$ cat src/rtl/vcore_ppln_arb_if.sv
// Handshake bundle between NUM_REQ requesters, the arbiter stage and the downstream consumer.
// master = requesters plus consumer side, slave = arbiter.
interface vcore_ppln_arb_if #(
    parameter int NUM_REQ    = 4,
    parameter int DATA_WIDTH = 64,
    parameter int CTRL_WIDTH = 8,
    parameter int ID_WIDTH   = $clog2(NUM_REQ)
);
    logic [NUM_REQ-1:0]            req_valid;
    logic [NUM_REQ-1:0]            req_ready;
    logic [NUM_REQ-1:0]            req_last;
    logic [NUM_REQ*DATA_WIDTH-1:0] req_data;
    logic [NUM_REQ*CTRL_WIDTH-1:0] req_ctrl;
    logic                          out_valid;
    logic                          out_ready;
    logic [DATA_WIDTH-1:0]         out_data;
    logic [CTRL_WIDTH-1:0]         out_ctrl;
    logic [ID_WIDTH-1:0]           out_src;
    logic                          out_last;

    modport master (
        output req_valid, req_last, req_data, req_ctrl, out_ready,
        input  req_ready, out_valid, out_data, out_ctrl, out_src, out_last
    );

    modport slave (
        input  req_valid, req_last, req_data, req_ctrl, out_ready,
        output req_ready, out_valid, out_data, out_ctrl, out_src, out_last
    );
endinterface

$ cat src/rtl/vcore_ppln_arb.sv
// Round-robin arbiter feeding one registered valid/ready stage; the grant stays
// locked to a requester until the last beat of its packet transfers.
module vcore_ppln_arb #(
    parameter int NUM_REQ    = 4,
    parameter int DATA_WIDTH = 64,
    parameter int CTRL_WIDTH = 8,
    parameter int ID_WIDTH   = $clog2(NUM_REQ)
) (
    input  logic              clk,
    input  logic              rst,
    vcore_ppln_arb_if.slave   bus,
    output logic              locked
);
    // state  | meaning
    // IDLE   | no packet in flight, round-robin scan from rr_ptr
    // LOCKED | mid-packet, only lock_id may transfer
    typedef enum logic {IDLE, LOCKED} state_t;

    state_t                state, state_nxt;
    logic [ID_WIDTH-1:0]   rr_ptr, rr_ptr_nxt;
    logic [ID_WIDTH-1:0]   lock_id, lock_id_nxt;
    logic [ID_WIDTH-1:0]   win;
    logic                  win_found;
    logic                  acc;
    logic                  xfer;
    logic                  sel_last;
    logic [DATA_WIDTH-1:0] sel_data;
    logic [CTRL_WIDTH-1:0] sel_ctrl;

    assign acc    = ~bus.out_valid | bus.out_ready;
    assign xfer   = acc & win_found;
    assign locked = (state == LOCKED);

    // Scan stays inside 0..NUM_REQ-1 so non-power-of-2 counts never grant a phantom index.
    always_comb begin
        int idx;
        idx       = 0;
        win       = '0;
        win_found = 1'b0;
        if (state == LOCKED) begin
            win = lock_id;
            for (int i = 0; i < NUM_REQ; i++) begin
                if (ID_WIDTH'(i) == lock_id) win_found = bus.req_valid[i];
            end
        end else begin
            for (int k = 0; k < NUM_REQ; k++) begin
                idx = int'(rr_ptr) + k;
                if (idx >= NUM_REQ) idx = idx - NUM_REQ;
                if (!win_found && bus.req_valid[idx]) begin
                    win       = ID_WIDTH'(idx);
                    win_found = 1'b1;
                end
            end
        end
    end

    always_comb begin
        sel_last      = 1'b0;
        sel_data      = '0;
        sel_ctrl      = '0;
        bus.req_ready = '0;
        for (int i = 0; i < NUM_REQ; i++) begin
            if (ID_WIDTH'(i) == win) begin
                sel_last         = bus.req_last[i];
                sel_data         = bus.req_data[i*DATA_WIDTH +: DATA_WIDTH];
                sel_ctrl         = bus.req_ctrl[i*CTRL_WIDTH +: CTRL_WIDTH];
                bus.req_ready[i] = xfer;
            end
        end
    end

    always_comb begin
        state_nxt   = state;
        rr_ptr_nxt  = rr_ptr;
        lock_id_nxt = lock_id;
        if (xfer) begin
            if (sel_last) begin
                state_nxt  = IDLE;
                rr_ptr_nxt = (int'(win) == NUM_REQ - 1) ? '0 : win + 1'b1;
            end else begin
                state_nxt   = LOCKED;
                lock_id_nxt = win;
            end
        end
    end

    always_ff @(posedge clk or posedge rst) begin
        if (rst) begin
            state         <= IDLE;
            rr_ptr        <= '0;
            lock_id       <= '0;
            bus.out_valid <= 1'b0;
            bus.out_ctrl  <= '0;
            bus.out_src   <= '0;
            bus.out_last  <= 1'b0;
        end else begin
            state   <= state_nxt;
            rr_ptr  <= rr_ptr_nxt;
            lock_id <= lock_id_nxt;
            if (xfer) begin
                bus.out_valid <= 1'b1;
                bus.out_ctrl  <= sel_ctrl;
                bus.out_src   <= win;
                bus.out_last  <= sel_last;
            end else if (bus.out_ready) begin
                bus.out_valid <= 1'b0;
            end
        end
    end

    // Payload is left unreset; out_valid qualifies it.
    always_ff @(posedge clk) begin
        if (xfer) bus.out_data <= sel_data;
    end
endmodule

$ cat src/flat_wrapper.sv
// flat-port wrapper written by rule: the top's interface ports become plain ports
module vcore_ppln_arb_flat 
#(
    parameter int NUM_REQ    = 4,
    parameter int DATA_WIDTH = 64,
    parameter int CTRL_WIDTH = 8,
    parameter int ID_WIDTH   = $clog2(NUM_REQ)
)
  (clk, rst, locked, bus_req_valid, bus_req_last, bus_req_data, bus_req_ctrl, bus_out_ready, bus_req_ready, bus_out_valid, bus_out_data, bus_out_ctrl, bus_out_src, bus_out_last);
  vcore_ppln_arb_if #(.NUM_REQ(NUM_REQ), .DATA_WIDTH(DATA_WIDTH), .CTRL_WIDTH(CTRL_WIDTH), .ID_WIDTH(ID_WIDTH)) bus_i ();
  input  logic clk;
  input  logic rst;
  output logic locked;
  input wire logic [$bits(bus_i.req_valid)-1:0] bus_req_valid;
  input wire logic [$bits(bus_i.req_last)-1:0] bus_req_last;
  input wire logic [$bits(bus_i.req_data)-1:0] bus_req_data;
  input wire logic [$bits(bus_i.req_ctrl)-1:0] bus_req_ctrl;
  input wire logic [$bits(bus_i.out_ready)-1:0] bus_out_ready;
  output wire logic [$bits(bus_i.req_ready)-1:0] bus_req_ready;
  output wire logic [$bits(bus_i.out_valid)-1:0] bus_out_valid;
  output wire logic [$bits(bus_i.out_data)-1:0] bus_out_data;
  output wire logic [$bits(bus_i.out_ctrl)-1:0] bus_out_ctrl;
  output wire logic [$bits(bus_i.out_src)-1:0] bus_out_src;
  output wire logic [$bits(bus_i.out_last)-1:0] bus_out_last;
  assign bus_i.req_valid = bus_req_valid;
  assign bus_i.req_last = bus_req_last;
  assign bus_i.req_data = bus_req_data;
  assign bus_i.req_ctrl = bus_req_ctrl;
  assign bus_i.out_ready = bus_out_ready;
  assign bus_req_ready = bus_i.req_ready;
  assign bus_out_valid = bus_i.out_valid;
  assign bus_out_data = bus_i.out_data;
  assign bus_out_ctrl = bus_i.out_ctrl;
  assign bus_out_src = bus_i.out_src;
  assign bus_out_last = bus_i.out_last;
  vcore_ppln_arb #(.NUM_REQ(NUM_REQ), .DATA_WIDTH(DATA_WIDTH), .CTRL_WIDTH(CTRL_WIDTH), .ID_WIDTH(ID_WIDTH)) u_core (.clk(clk), .rst(rst), .bus(bus_i), .locked(locked));
endmodule
$ cat config.mk
export PLATFORM = sky130hd
export DESIGN_NAME = vcore_ppln_arb_flat
export DESIGN_NICKNAME = d
export VERILOG_FILES = /design/src/rtl/vcore_ppln_arb_if.sv /design/src/rtl/vcore_ppln_arb.sv /design/src/flat_wrapper.sv
export SDC_FILE = /design/constraint.sdc
export NUM_CORES = 1
export LEC_CHECK = 0
export ABC_AREA = 1
export CAP_MARGIN = 40
export CORE_AREA = 2 2 149 151
export CTS_CLUSTER_DIAMETER = 100
export DETAILED_ROUTE_END_ITERATION = 16
export DIE_AREA = 0 0 151 153
export DONT_BUFFER_PORTS = 1
export SKIP_CTS_REPAIR_TIMING = 1
export SLEW_MARGIN = 5
export SYNTH_ARGS = -nofsm -noshare
export SYNTH_HDL_FRONTEND = slang
export SYNTH_SLANG_ARGS = --single-unit
$ cat constraint.sdc
create_clock -name clk -period 2.8 [get_ports clk]
set_clock_uncertainty 0.05 [all_clocks]
set_input_delay 0.56 -clock clk [delete_from_list [all_inputs] [get_ports clk]]
set_output_delay 0.56 -clock clk [all_outputs]
set_load 0.005 [all_outputs]
-- Word-level counts from Yosys, hierarchy flattened
Index checks and enable logic that the tools add are counted.
- bits in registers: 81
- output and inout port bits: 81
- logic and storage cells: 103
- $add $sub $neg: 8
- magnitude comparators: 8
- equality and inequality tests: 7
- multiplexer cells: 57
- bitwise logic cells: 4
- reductions and logical operators: 11
- operators by type and width (cell ; count):
    32-bit 2-to-1 mux ; 8
    64-bit 2-to-1 mux ; 4
    32-bit by 4-bit < comparator with 1-bit output, second input constant ; 4
    32-bit by 4-bit >= comparator with 1-bit output, second input constant ; 3
    32-bit by 4-bit subtractor with 32-bit output, second input constant ; 3
    8-bit 2-to-1 mux ; 4
    1-bit 2-to-1 mux ; 31
    2-bit 2-to-1 mux ; 6
    1-bit binary-select mux with 2-bit select ; 4
    2-bit == test, first input constant ; 4
    2-bit by 2-bit adder with 3-bit output, second input constant ; 2
    1-bit by 2-bit == test with 1-bit output, first input constant ; 2
    2-bit logical NOT ; 2
    2-bit AND reduction ; 2
    2-bit by 3-bit subtractor with 4-bit output, second input constant ; 1
    2-bit by 1-bit adder with 3-bit output, second input constant ; 1
    2-bit by 3-bit >= comparator with 1-bit output, second input constant ; 1
    1-bit logical AND ; 3
    1-bit logical NOT ; 3
    2-bit by 1-bit adder with 2-bit output, second input constant ; 1
    2-bit by 1-bit == test with 1-bit output, second input constant ; 1
    1-bit NOT ; 2
    2-bit nonzero test ; 1
    1-bit AND ; 1
    1-bit bitwise OR ; 1

-- Depth between registers and ports, before layout
- depth after elaboration: 27
- depth in mapped cells: 26
- gate-level depth less buffers: 25

-- Worst setup path before layout
No wires, ideal clock.
- kind: input port to output port
- start point: input port bus_req_valid[3]
- end point: output port bus_req_ready[2]
- data arrival time: 2.175 ns
- required time: 2.190 ns
- setup slack: 0.015 ns
- stages: 15
- path through: inv_1 -> nand2_1 -> nand3_1 -> nand2_2 -> nor2_4 -> nand3_1 -> nand2_1 -> inv_1 -> nand2_1 -> nand2_1 -> ha_1 -> inv_1 -> clkbuf_1 -> clkbuf_1 -> nor2_1
- word-level cells in the longest chain between the ends: 19
- elaborated cells between the ends (all ways): 35
- those cells by class: 1 x eq/ne; 27 x mux; 1 x bitwise; 6 x reduce/logical
- RTL lines (element ; RTL line ; RTL):
    from (decl) ; flat_wrapper.sv:14 ; input wire logic [$bits(bus_i.req_valid)-1:0] bus_req_valid;
    1-bit binary-select mux with 2-bit select ; vcore_ppln_arb.sv:49 ; if (!win_found && bus.req_valid[idx]) begin
    1-bit 2-to-1 mux (not written as such) (2 in a row) ; vcore_ppln_arb.sv:49 ;
    1-bit 2-to-1 mux ; vcore_ppln_arb.sv:49 ;
    1-bit 2-to-1 mux ; vcore_ppln_arb.sv:40 ; if (state == LOCKED) begin
    1-bit logical NOT ; vcore_ppln_arb.sv:49 ;
    1-bit logical AND ; vcore_ppln_arb.sv:49 ;
    1-bit 2-to-1 mux ; vcore_ppln_arb.sv:49 ;
    1-bit 2-to-1 mux ; vcore_ppln_arb.sv:40 ;
    (+3 left out) ; -- ;
    1-bit 2-to-1 mux ; vcore_ppln_arb.sv:40 ;
    1-bit logical NOT ; vcore_ppln_arb.sv:49 ;
    1-bit logical AND ; vcore_ppln_arb.sv:49 ;
    2-bit 2-to-1 mux * ; vcore_ppln_arb.sv:49 ;
    2-bit 2-to-1 mux * ; vcore_ppln_arb.sv:40 ;
    named net u_core.win[1] ; vcore_ppln_arb.sv:22 ; logic [ID_WIDTH-1:0] win;
    2-bit == test * ; vcore_ppln_arb.sv:63 ; if (ID_WIDTH'(i) == win) begin
    1-bit 2-to-1 mux * ; vcore_ppln_arb.sv:63 ;
    to (decl) ; flat_wrapper.sv:19 ; output wire logic [$bits(bus_i.req_ready)-1:0] bus_req_ready;
The timed path passes the listed nets; every way through them passes the cells marked *. The select of a mux whose other input is x is not followed.

-- Worst setup path after layout
- start point: register u_core.rr_ptr[1]
- end point: output port bus_req_ready[2]
- word-level cells in the longest chain between the ends: 22
- elaborated cells between the ends (all ways): 53
- those cells by class: 7 x add/sub; 4 x order compare; 1 x eq/ne; 34 x mux; 1 x bitwise; 6 x reduce/logical
- RTL lines (element ; RTL line ; RTL):
    from (decl) ; vcore_ppln_arb.sv:20 ; logic [ID_WIDTH-1:0] rr_ptr, rr_ptr_nxt;
    from (signal assigned) ; vcore_ppln_arb.sv:98 ; rr_ptr <= rr_ptr_nxt;
    branches (longest 21 deep; another with 32-bit by 4-bit subtractor with 32-bit output) ; -- ;
    1-bit 2-to-1 mux * ; vcore_ppln_arb.sv:63 ;
Every way passes the cells marked *. The select of a mux whose other input is x is not followed.

==> flow_metrics.env <==
export IMPL_yosys_area_share_simple=0.208
export IMPL_cts_tree="built"
export IMPL_grt_pass1_vias=4255
export IMPL_synth_xor_area_frac=0
export IMPL_synth_top_family_by_area="compound AO/OA/AOI/OAI gates"
export IMPL_grt_busiest_layer="met2"
export IMPL_root_buffer="clkbuf_16"
export IMPL_slew_headroom=0.560
export IMPL_finish_utilization=0.313
export IMPL_status="finished with violations"
export IMPL_clk_pin_slew_ns=0.07
export IMPL_final_min_clock_period_ns=2.83
export IMPL_grt_max_degree=70
export IMPL_syn_area_mm2=0.00496
export IMPL_synthCells=581
export IMPL_finalSetupTns_ns=-0.0435
export IMPL_synth_compound_area_frac=0.244
export IMPL_die_y_um=153
export IMPL_die_area_mm2=0.0231
export IMPL_hold_viol_final=0
export IMPL_ant_nets=0
export IMPL_ys_warn_count=0
export IMPL_violations="setup timing"
export IMPL_placed_area_mm2=0.00559
export IMPL_ys_top_cells_by_count="nand2_1, nor2_1, a221oi_1, edfxtp_1, o31ai_1"
export IMPL_synthMuxAreaShare=0
export IMPL_drv_slew=0
export IMPL_grtUsageTotal=0.149
export IMPL_end_kind="output pin"
export IMPL_start_util=0.231
export IMPL_irDropWorstVdd_mv=0.908
export IMPL_ys_seq_area_frac=0.474
export IMPL_routed_via_density=5.35
export IMPL_first_iter_violations=349
export IMPL_clock_path_buffers=2
export IMPL_stdcell_area_mm2=0.00673
export IMPL_synth_area_leader_cell="edfxtp_1"
export IMPL_layout_cells_non_filler=886
export IMPL_htreeDepth=3
export IMPL_synthToLayoutAreaGrowth_pct=35.7
export IMPL_use_met1=0.184
export IMPL_power_density_mw_per_mm2=2150
export IMPL_grt_pass1_wl_um=25800
export IMPL_vias=4737
export IMPL_async_flop_share=0.210
export IMPL_clock_latency_ns=0.34
export IMPL_synth_area_leaders="edfxtp_1, nand2_1, a221oi_1"
export IMPL_wirelength_um=20300
export IMPL_wl_per_cell_um=23.0
export IMPL_grt_overflow=0
export IMPL_fmax_mhz=353
export IMPL_ys_ff_latch=81
export IMPL_synth_edff_count=64
export IMPL_required_ns=2.19
export IMPL_io_buffers=0
export IMPL_crit_fanout=6
export IMPL_timing_final_crit_share=1.01
export IMPL_layout_setup_ws_ns=-0.0346
export IMPL_rows=54
export IMPL_n_antenna_cell=0
export IMPL_ioPinCount=380
export IMPL_core_mm2=0.0215
export IMPL_ys_flop_type="edfxtp_1"
export IMPL_synth_nets=884
export IMPL_pre_cts_ws_ns=-0.174
export IMPL_worstMarginPinSlew_ns=0.659
export IMPL_die_w_um=151
export IMPL_critPathKind="flip-flop to output pin"
export IMPL_synth_fa_ha_area_frac=0.0101
export IMPL_numCtsBuffers=9
export IMPL_max_cap_violations=0
export IMPL_hold_class="input port to asynchronous set/reset pin"
export IMPL_nets=904
export IMPL_start_kind="flip-flop"
export IMPL_hpwl_um=14400
export IMPL_drcViolationCount=0
export IMPL_synth_distinct_cells=26
export IMPL_synth_most_common_cell="nand2_1"
export IMPL_grtUsageMet3=0.0355
export IMPL_routabilityCongestion=0.855
export IMPL_rsz0062_at_grt="true"
export IMPL_ff2ff_setup_slack_ns=-0.01
export IMPL_drive_gt1_frac=0.320
export IMPL_antenna_found_initial=0
export IMPL_placed_cells=857
export IMPL_crit_arrival_ns=2.22
export IMPL_postSynthAreaPerCell_um2=8.53
export IMPL_clock_sinks=81
export IMPL_synth_top_area_frac=0.388
export IMPL_use_met2=0.260
export IMPL_setup_viol=3
export IMPL_num_fill_cells=2215
export IMPL_dr_pass1_iters=5
export IMPL_total_leakage_power_uw=0.00248
==> cells by family after synthesis <==
logic type / Yosys count
AOI/OAI and AO/OA: 161
buffers and inverters: 77
and+or+nand+nor: 258
DFF: 81
adders and majority gates: 4
==> cell type report <==
type / instances / area, um2 / share of cell area
clock buffer: 9 / 225 / 0.0335
clock inverter: 7 / 53.8 / 0.00800
inverter: 27 / 126 / 0.0188
multi-input combinational: 423 / 2920 / 0.434
sequential: 81 / 2350 / 0.349
tap: 280 / 350 / 0.0521
timing repair buffer: 58 / 694 / 0.103
timing repair inverter: 1 / 6.26 / 0.000930
==> worst max-delay path, stage by stage, from the launching register on <==
cell     delay [ns]
dfrtp_2        0.45
inv_2          0.12
nand2_1        0.08
nand2_2        0.09
nand2_2        0.08
nand2_4        0.09
inv_2          0.04
nand2_2        0.05
nand2_1        0.05
nand2_1        0.07
nand3_2        0.10
nand2_4        0.12
buf_6          0.11
ha_4           0.17
inv_6          0.05
buf_12         0.13
nor2_4         0.10
==> worst paths after layout <==
kind / from / endpoint / depth (start not counted)
worst max-delay path: u_core.rr_ptr[1] / bus_req_ready[2] / 16
worst min-delay path: rst / u_core.bus.out_src[0] / 1
worst max register to register: u_core.rr_ptr[0] / u_core.bus.out_data[2] / 20
worst min register to register: u_core.bus.out_ctrl[6] / u_core.bus.out_ctrl[6] / 2
max in group asynchronous: rst / u_core.rr_ptr[1] / 1
min in group clk: bus_req_data[201] / u_core.bus.out_data[9] / 2
==> placed cells by master, fill, tap and decap left out, types with 8 or more instances in the layout <==
cell type,n
nand2_1,150
nor2_1,66
edfxtp_1,64
o31ai_1,55
a221oi_2,45
buf_4,35
nand2_2,19
inv_1,15
dfrtp_1,15
clkbuf_16,12
buf_12,12
a221oi_1,11
a21oi_1,10
o21ai_0,10
o21ai_1,9
o31ai_2,9
a221oi_4,8
==> metal layers <==
metal / vias up / wire length, um / part of all wire
met5: - / 0 / 0
met1: 2264 / 7960 / 0.39
met2: 299 / 10500 / 0.52
met4: 0 / 236 / 0.012
li1: 2154 / - / -
met3: 20 / 1660 / 0.082
==> power by group <==
part,switching [uW],internal [uW]
sequential,478,2610
clock,540,610
combinational,5750,4480
==> state kept, by name, indices dropped and copies added (netlist names) <==
| name | cells |
|---|---|
| u_core.rr_ptr | 2 |
| u_core.bus.out_ctrl | 8 |
| u_core.lock_id | 2 |
| u_core.bus.out_valid | 1 |
| u_core.locked | 1 |
| u_core.bus.out_data | 64 |
| u_core.bus.out_src | 2 |
| u_core.bus.out_last | 1 |
==> per-stage QoR <==
| stage | power, uW | hold WS [ns] |
|---|---|---|
| after floorplan | 7670 | 0.422 |
| after global placement | 10500 | 0.450 |
| after detailed placement | 10700 | 0.452 |
| after CTS | 11900 | 0.148 |
| after global routing | 15500 | 0.186 |
| final | 14500 | 0.145 |
Note: power is estimated with default switching activity, not from simulation.
